$ cat config.mk
export PLATFORM = sky130hd
export DESIGN_NAME = pipeline_ctrl
export DESIGN_NICKNAME = d
export VERILOG_FILES = /design/src/rtl/pipeline_ctrl.sv
export SDC_FILE = /design/constraint.sdc
export NUM_CORES = 1
export LEC_CHECK = 0
export CORE_MARGIN = 4
export CORE_UTILIZATION = 48
export DETAILED_ROUTE_END_ITERATION = 6
export GPL_ROUTABILITY_DRIVEN = 0
export PLACE_DENSITY = 0.79
export SYNTH_ARGS = -nofsm -noshare
export SYNTH_HDL_FRONTEND = slang
export SYNTH_SLANG_ARGS = --single-unit
$ cat constraint.sdc
create_clock -name clk -period 2.8 [get_ports clk]
set_clock_uncertainty 0.15 [all_clocks]
set_input_delay 0.56 -clock clk [delete_from_list [all_inputs] [get_ports clk]]
set_output_delay 0.56 -clock clk [all_outputs]
set_load 0.005 [all_outputs]
$ cat src/rtl/pipeline_ctrl.sv
// Pipeline stall/flush controller: tracks outstanding instruction/data memory
// responses, derives buffer load/select/squash controls and keeps perf counters.
package pipeline_ctrl_pkg;
    typedef enum logic [2:0] {
        use_old   = 3'd0,
        use_ifid  = 3'd1,
        use_idex  = 3'd2,
        use_exmem = 3'd3,
        use_memwb = 3'd4
    } buffer_sel_t;

    typedef enum logic [1:0] {
        RUN     = 2'd0,
        WAIT_I  = 2'd1,
        WAIT_D  = 2'd2,
        WAIT_ID = 2'd3
    } state_t;
endpackage

module pipeline_ctrl
    import pipeline_ctrl_pkg::*;
(
    input  logic        clk,
    input  logic        rst,
    input  logic        imem_resp,
    input  logic        dmem_resp,
    input  logic        mem_access,
    input  logic        mispredict,
    input  logic        load_use,
    output logic        imem_read,
    output logic        dmem_req,
    output logic        pc_load,
    output logic        load_ifid,
    output logic        load_idex,
    output logic        load_exmem,
    output logic        load_memwb,
    output buffer_sel_t sel_ifid,
    output buffer_sel_t sel_idex,
    output buffer_sel_t sel_exmem,
    output buffer_sel_t sel_memwb,
    output logic        squash_ifid,
    output logic        squash_idex,
    output logic [31:0] stall_cycles,
    output logic [31:0] flush_count
);

    state_t      state;
    state_t      state_next;
    logic        i_done;
    logic        d_done;
    logic        i_ok;
    logic        d_ok;
    logic        advance;
    logic        stall_inc;
    logic        flush_inc;
    logic [31:0] stall_q;
    logic [31:0] flush_q;

    // A response in the current cycle counts immediately, so advance costs no extra cycle.
    assign i_ok    = i_done | imem_resp;
    assign d_ok    = !mem_access | d_done | dmem_resp;
    assign advance = i_ok & d_ok;

    always_comb begin
        state_next = RUN;
        case ({i_ok, d_ok})
            2'b11:   state_next = RUN;
            2'b01:   state_next = WAIT_I;
            2'b10:   state_next = WAIT_D;
            default: state_next = WAIT_ID;
        endcase
    end

    // NOTE: every output gets a default before any branch so no path leaves it
    // unassigned; an unassigned path in always_comb would infer a latch.
    always_comb begin
        imem_read   = 1'b0;
        dmem_req    = 1'b0;
        pc_load     = 1'b0;
        load_ifid   = 1'b0;
        load_idex   = 1'b0;
        load_exmem  = 1'b0;
        load_memwb  = 1'b0;
        squash_ifid = 1'b0;
        squash_idex = 1'b0;
        stall_inc   = 1'b0;
        flush_inc   = 1'b0;
        // Outputs are gated by rst so they reach reset values without a clock edge.
        if (rst) begin
            imem_read = !i_done;
            dmem_req  = mem_access & !d_done;
            if (!advance) begin
                stall_inc = 1'b1;
            end else if (mispredict) begin
                pc_load     = 1'b1;
                load_ifid   = 1'b1;
                load_idex   = 1'b1;
                load_exmem  = 1'b1;
                load_memwb  = 1'b1;
                squash_ifid = 1'b1;
                squash_idex = 1'b1;
                flush_inc   = 1'b1;
            end else if (load_use) begin
                load_idex   = 1'b1;
                squash_idex = 1'b1;
                load_exmem  = 1'b1;
                load_memwb  = 1'b1;
                stall_inc   = 1'b1;
            end else begin
                pc_load    = 1'b1;
                load_ifid  = 1'b1;
                load_idex  = 1'b1;
                load_exmem = 1'b1;
                load_memwb = 1'b1;
            end
        end
    end

    assign sel_ifid  = load_ifid  ? use_ifid  : use_old;
    assign sel_idex  = load_idex  ? use_idex  : use_old;
    assign sel_exmem = load_exmem ? use_exmem : use_old;
    assign sel_memwb = load_memwb ? use_memwb : use_old;

    // NOTE: sequential state uses non-blocking assignments so every register
    // samples pre-edge values regardless of statement order.
    always_ff @(posedge clk or negedge rst) begin
        if (!rst) begin
            state  <= RUN;
            i_done <= 1'b0;
            d_done <= 1'b0;
        end else begin
            state <= state_next;
            if (advance) begin
                i_done <= 1'b0;
                d_done <= 1'b0;
            end else begin
                i_done <= i_done | imem_resp;
                d_done <= d_done | (mem_access & dmem_resp);
            end
        end
    end

    always_ff @(posedge clk or negedge rst) begin
        if (!rst) begin
            stall_q <= '0;
            flush_q <= '0;
        end else begin
            if (stall_inc && stall_q != 32'hFFFF_FFFF) stall_q <= stall_q + 32'd1;
            if (flush_inc && flush_q != 32'hFFFF_FFFF) flush_q <= flush_q + 32'd1;
        end
    end

    assign stall_cycles = stall_q;
    assign flush_count  = flush_q;

endmodule
After elaboration in Yosys (flattened, before gate mapping) --
Cells that the tools add are included.
Cells by class: add/sub/neg operators 2, multipliers 0, div/mod/pow operators 0, $lt $le $gt $ge 0, equality and inequality tests 2, shift operators 0, mux-type cells 24, bitwise logic cells 7, reductions and logical operators 5
Operator list (number):
- $add A32 B1 Y32 const B | 2
- $ne A32 B32 Y1 const B | 2
- $mux W1 | 21
- $mux W2 | 2
- $or A1 B1 Y1 | 4
- $and A1 B1 Y1 | 3
- $logic_not A1 Y1 | 3
- $mux W3 | 1
- $logic_and A1 B1 Y1 | 2
Storage, ports and cells: bits in registers 66, bits in latches 0, bits in writable memories 0, bits in read-only memories 0, input bits 7, output and inout port bits 85, word-level logic and storage cells 44, memories 0

Depth between registers and ports, before layout --
depth in word-level cells 7, depth in mapped cells 7, mapped depth without buffers 6

Worst setup path after synthesis --
OpenSTA, ideal clock, no wires.
path type input-to-reg, start point input mem_access, end point register flush_q[1] (netlist: flush_count[1]), setup time 0.125 ns, data arrival time 1.958 ns, data required time 2.525 ns, path slack 0.567 ns, stages 5, buffers on the path 1, path through nor3b_2 -> or3_1 -> buf_2 -> a31oi_2 -> mux2_2
On the way: word-level cells in the longest chain between the ends 7
Ends and longest elaborated chain:
- from (decl) | RTL line 27 | input logic mem_access,
- $logic_not A1 Y1 | RTL line 61 | assign d_ok = !mem_access | d_done | dmem_resp;
- $or A1 B1 Y1 (2 in a row) | RTL line 61
- $and A1 B1 Y1 | RTL line 62 | assign advance = i_ok & d_ok;
- $mux W1 | RTL line 92 | if (!advance) begin
- $mux W1 | RTL line 89 | if (rst) begin
- $logic_and A1 B1 Y1 | RTL line 149 | if (flush_inc && flush_q != 32'hFFFF_FFFF) flush_q <= flush_q + 32'd1;
- to (signal assigned) | RTL line 149
- to (decl) | RTL line 57 | logic [31:0] flush_q;
Every way passes these cells. A chain may end at the register's enable or synchronous reset.

Worst setup path in the final report --
start point input imem_resp, end point output sel_idex[1]
On the way: word-level cells in the longest chain between the ends 5
Ends and longest elaborated chain:
- from (decl) | RTL line 25 | input logic imem_resp,
- $or A1 B1 Y1 | RTL line 60 | assign i_ok = i_done | imem_resp;
- $and A1 B1 Y1 | RTL line 62
- $mux W1 | RTL line 92
- $mux W1 | RTL line 89
- $mux W2 | RTL line 120 | assign sel_idex = load_idex ? use_idex : use_old;
- to (decl) | RTL line 38 | output buffer_sel_t sel_idex,
Every way passes these cells.

==> results.toml <==
[final_layout]
drive_gt1_share_pct = 13.94
area_growth_pct = 37.29
diodes = 0
multiInputGateArea_sq_um = 1589
stdcell_area_sq_um = 4597
final_nets = 420
seq_area_sq_um = 1652
fillCellCount = 527

[place]
port_buffers = 84
dp_hpwl_microns = 5449
dpl_cell_area_sq_um = 4322

[floorplanning]
fp.dieH_microns = 91.52
fp.dieW_microns = 91.52
initial_core_util_pct = 49.28
row_count = 30
core_area_sq_um = 6794
die_area_sq_um = 8376
io_pins = 92

[clock_network]
clockBufferDepth = 2
path_clk_slew_ns = 0.07
cts-hold-fix-buffers = 0
insertion_delay_ns = 0.34
htreeDepth = 3
cts_tree = "built"
cts-root-buf = "clkbuf_8"
numCtsBuffers = 9
cts_sinks = 66

[worst_setup_path]
crit_fanout = 5
crit_type = "in -> out"
worstSetupStartpointType = "primary input"
endpoint_kind = "primary output"
worstPathArrival_ns = 1.95
critPathRequiredTime_ns = 2.09

[global_route]
grt_pass1_vias = 2707
antenna_found_initial = 0
grt_first_pass_wirelength_microns = 12990
grtUsageTotal_pct = 19.06
grt_max_degree = 49
grt-ovfl-total = 0

[power]
totalPowerFinal_mw = 2.490
total_leakage_power_nw = 2.009
p_per_area_nw_per_um2 = 541.7
ir_drop_mv = 0.3929

[logic_synthesis]
yosysWarnings = 0
ys.flop_type = "dfrtp_1"
seq_area_frac_synth_pct = 49.33
synth_cells = 308
async_flop_share_pct = 100.0
ys_seq_elements = 66
syn_area_sq_um = 3348
avgSynthCellArea_sq_um = 10.87
synth_cell_types = 45
synth_edf_count = 0

[job]
maxCapViolations = 0

[detailed_routing]
drc = 0
wl_met3_microns = 346
vias = 2689
drt_wl_total_microns = 7626
routedLengthMet1_microns = 3417
routedWlPerCell_microns = 14.89
ant_nets = 0
dr.pass1.iters = 4
via_per_inst = 5.252
highest_layer = "met4"
drtIter0Drc = 116
wl_met2_microns = 3746

[timing]
setup_viol = 0
worstMarginPinSlew_ns = 0.7706
whs_ns = 0.1069
clock.fmax_mhz = 375.8
fin_tns_setup_ns = 0
slew-limit-headroom_pct = 48.32
drv_slew = 0
period_share_pct = 95.04
rsz0062_at_grt = "no"
min_period_ns = 2.661
hold_viol = 0

[outcome]
status = "completed"

[min_path]
worstHoldPathType = "in -> async"
-- path summary, 6_finish.rpt --
path	start	end	slack (ns)	cells past startpoint
worst min register to register	i_done$_DFF_PN0_	d_done$_DFF_PN0_	0.32	1
worst max register to register	flush_count[0]$_DFFE_PN0P_	flush_count[18]$_DFFE_PN0P_	0.43	7
worst min-delay path	rst	d_done$_DFF_PN0_	0.11	2
max in group asynchronous	rst	flush_count[27]$_DFFE_PN0P_	1.85	2
min in group clk	i_done$_DFF_PN0_	d_done$_DFF_PN0_	0.32	1
worst max-delay path	imem_resp	sel_idex[1]	0.14	9
-- registers in the layout (all words and copies together) (netlist names) --
register / count
i_done: 1
stall_cycles: 32
d_done: 1
flush_count: 32
-- kinds of logic (layout without fill, tap and decap cells) --
group                    after synthesis  in the layout  synth area share [%]
XOR/XNOR                              60             60                 15.69
multiplexers                           2              2                0.6726
AND/OR/NAND/NOR                      145            145                 25.79
AO/OA/AOI/OAI                         10             10                 3.363
other                                  1              7                0.1120
buffers and inverters                 22            124                 4.298
flip-flops                            66             66                 49.33
adder cells (fa/ha/maj)                2              2                0.7473
-- layout by cell type (no fill, tap or decap), drive strengths merged, types with 5 or more instances in the layout --
master,instances
and3,16
and4,5
buf,22
clkbuf,12
clkdlybuf4s50,69
conb,7
dfrtp,66
dlygate4sd2,12
nand2,22
nand3,25
nand4,31
nor2,16
nor3,8
nor4,7
xnor2,48
xor2,12
-- critical path, stage by stage --
cell and delay (ns):
clkdlybuf4s50_1 0.48, nor2_1 0.07, buf_4 0.14, nor2_1 0.08
nand2_1 0.08, buf_4 0.15, inv_2 0.06, buf_4 0.11
dlygate4sd2_1 0.23
-- layer usage --
layer  global-route usage, %  up-vias
li1                        -     1285
met1                   24.83     1316
met2                   30.80       74
met3                   4.640       14
met4                   6.910        0
met5                       0        -
-- stage by stage --
stage	util, %	worst slack [ns]	std cells
after CTS	67.22	0.01357	510
after global routing	67.66	0.02868	512
after floorplan	-	0.5670	314
after global placement	63.61	-0.09113	492
final	67.66	0.1389	512
after detailed placement	63.61	-0.1055	492
-- layout make-up --
class | count | share of cell area (%)
flip-flops and latches | 66 | 35.93
multi-input cells | 226 | 34.57
repair buffers | 105 | 21.48
clock buffers | 12 | 3.593
well taps | 96 | 2.613
clock inverters | 4 | 1.579
inverters | 3 | 0.2450
-- timing repair --
action                     4_1_cts  5_1_grt
setup endpoints to repair       12        3
gates resized for setup         15        4
cloned                           0        0
setup buffers                    2        2
pin swaps                        2        1
-- where the power goes --
| part | leakage [nW] | switching [mW] | internal (mW) | total (mW) |
|---|---|---|---|---|
| Sequential | 0.895 | 0.116 | 1.03 | 1.15 |
| Combinational | 0.996 | 0.149 | 0.246 | 0.395 |
| Clock | 0.119 | 0.373 | 0.573 | 0.946 |
-- cell usage after synthesis, types with 2 or more instances --
cell	n	area share [%]
and3_1	15	2.8
and4_1	5	1.3
buf_2	4	0.60
buf_4	15	3.4
dfrtp_1	66	49
ha_1	2	0.75
inv_1	2	0.22
mux2_2	2	0.67
nand2_1	22	2.5
nand3_1	25	3.7
nand4_1	30	5.6
nand4b_1	2	0.52
nor2_1	16	1.8
nor2b_1	3	0.56
nor3_1	6	0.90
nor3b_1	2	0.45
nor4_1	4	0.75
nor4_2	2	0.75
xnor2_1	48	13
xor2_1	12	3.1
(Power assumes the default switching activity.)
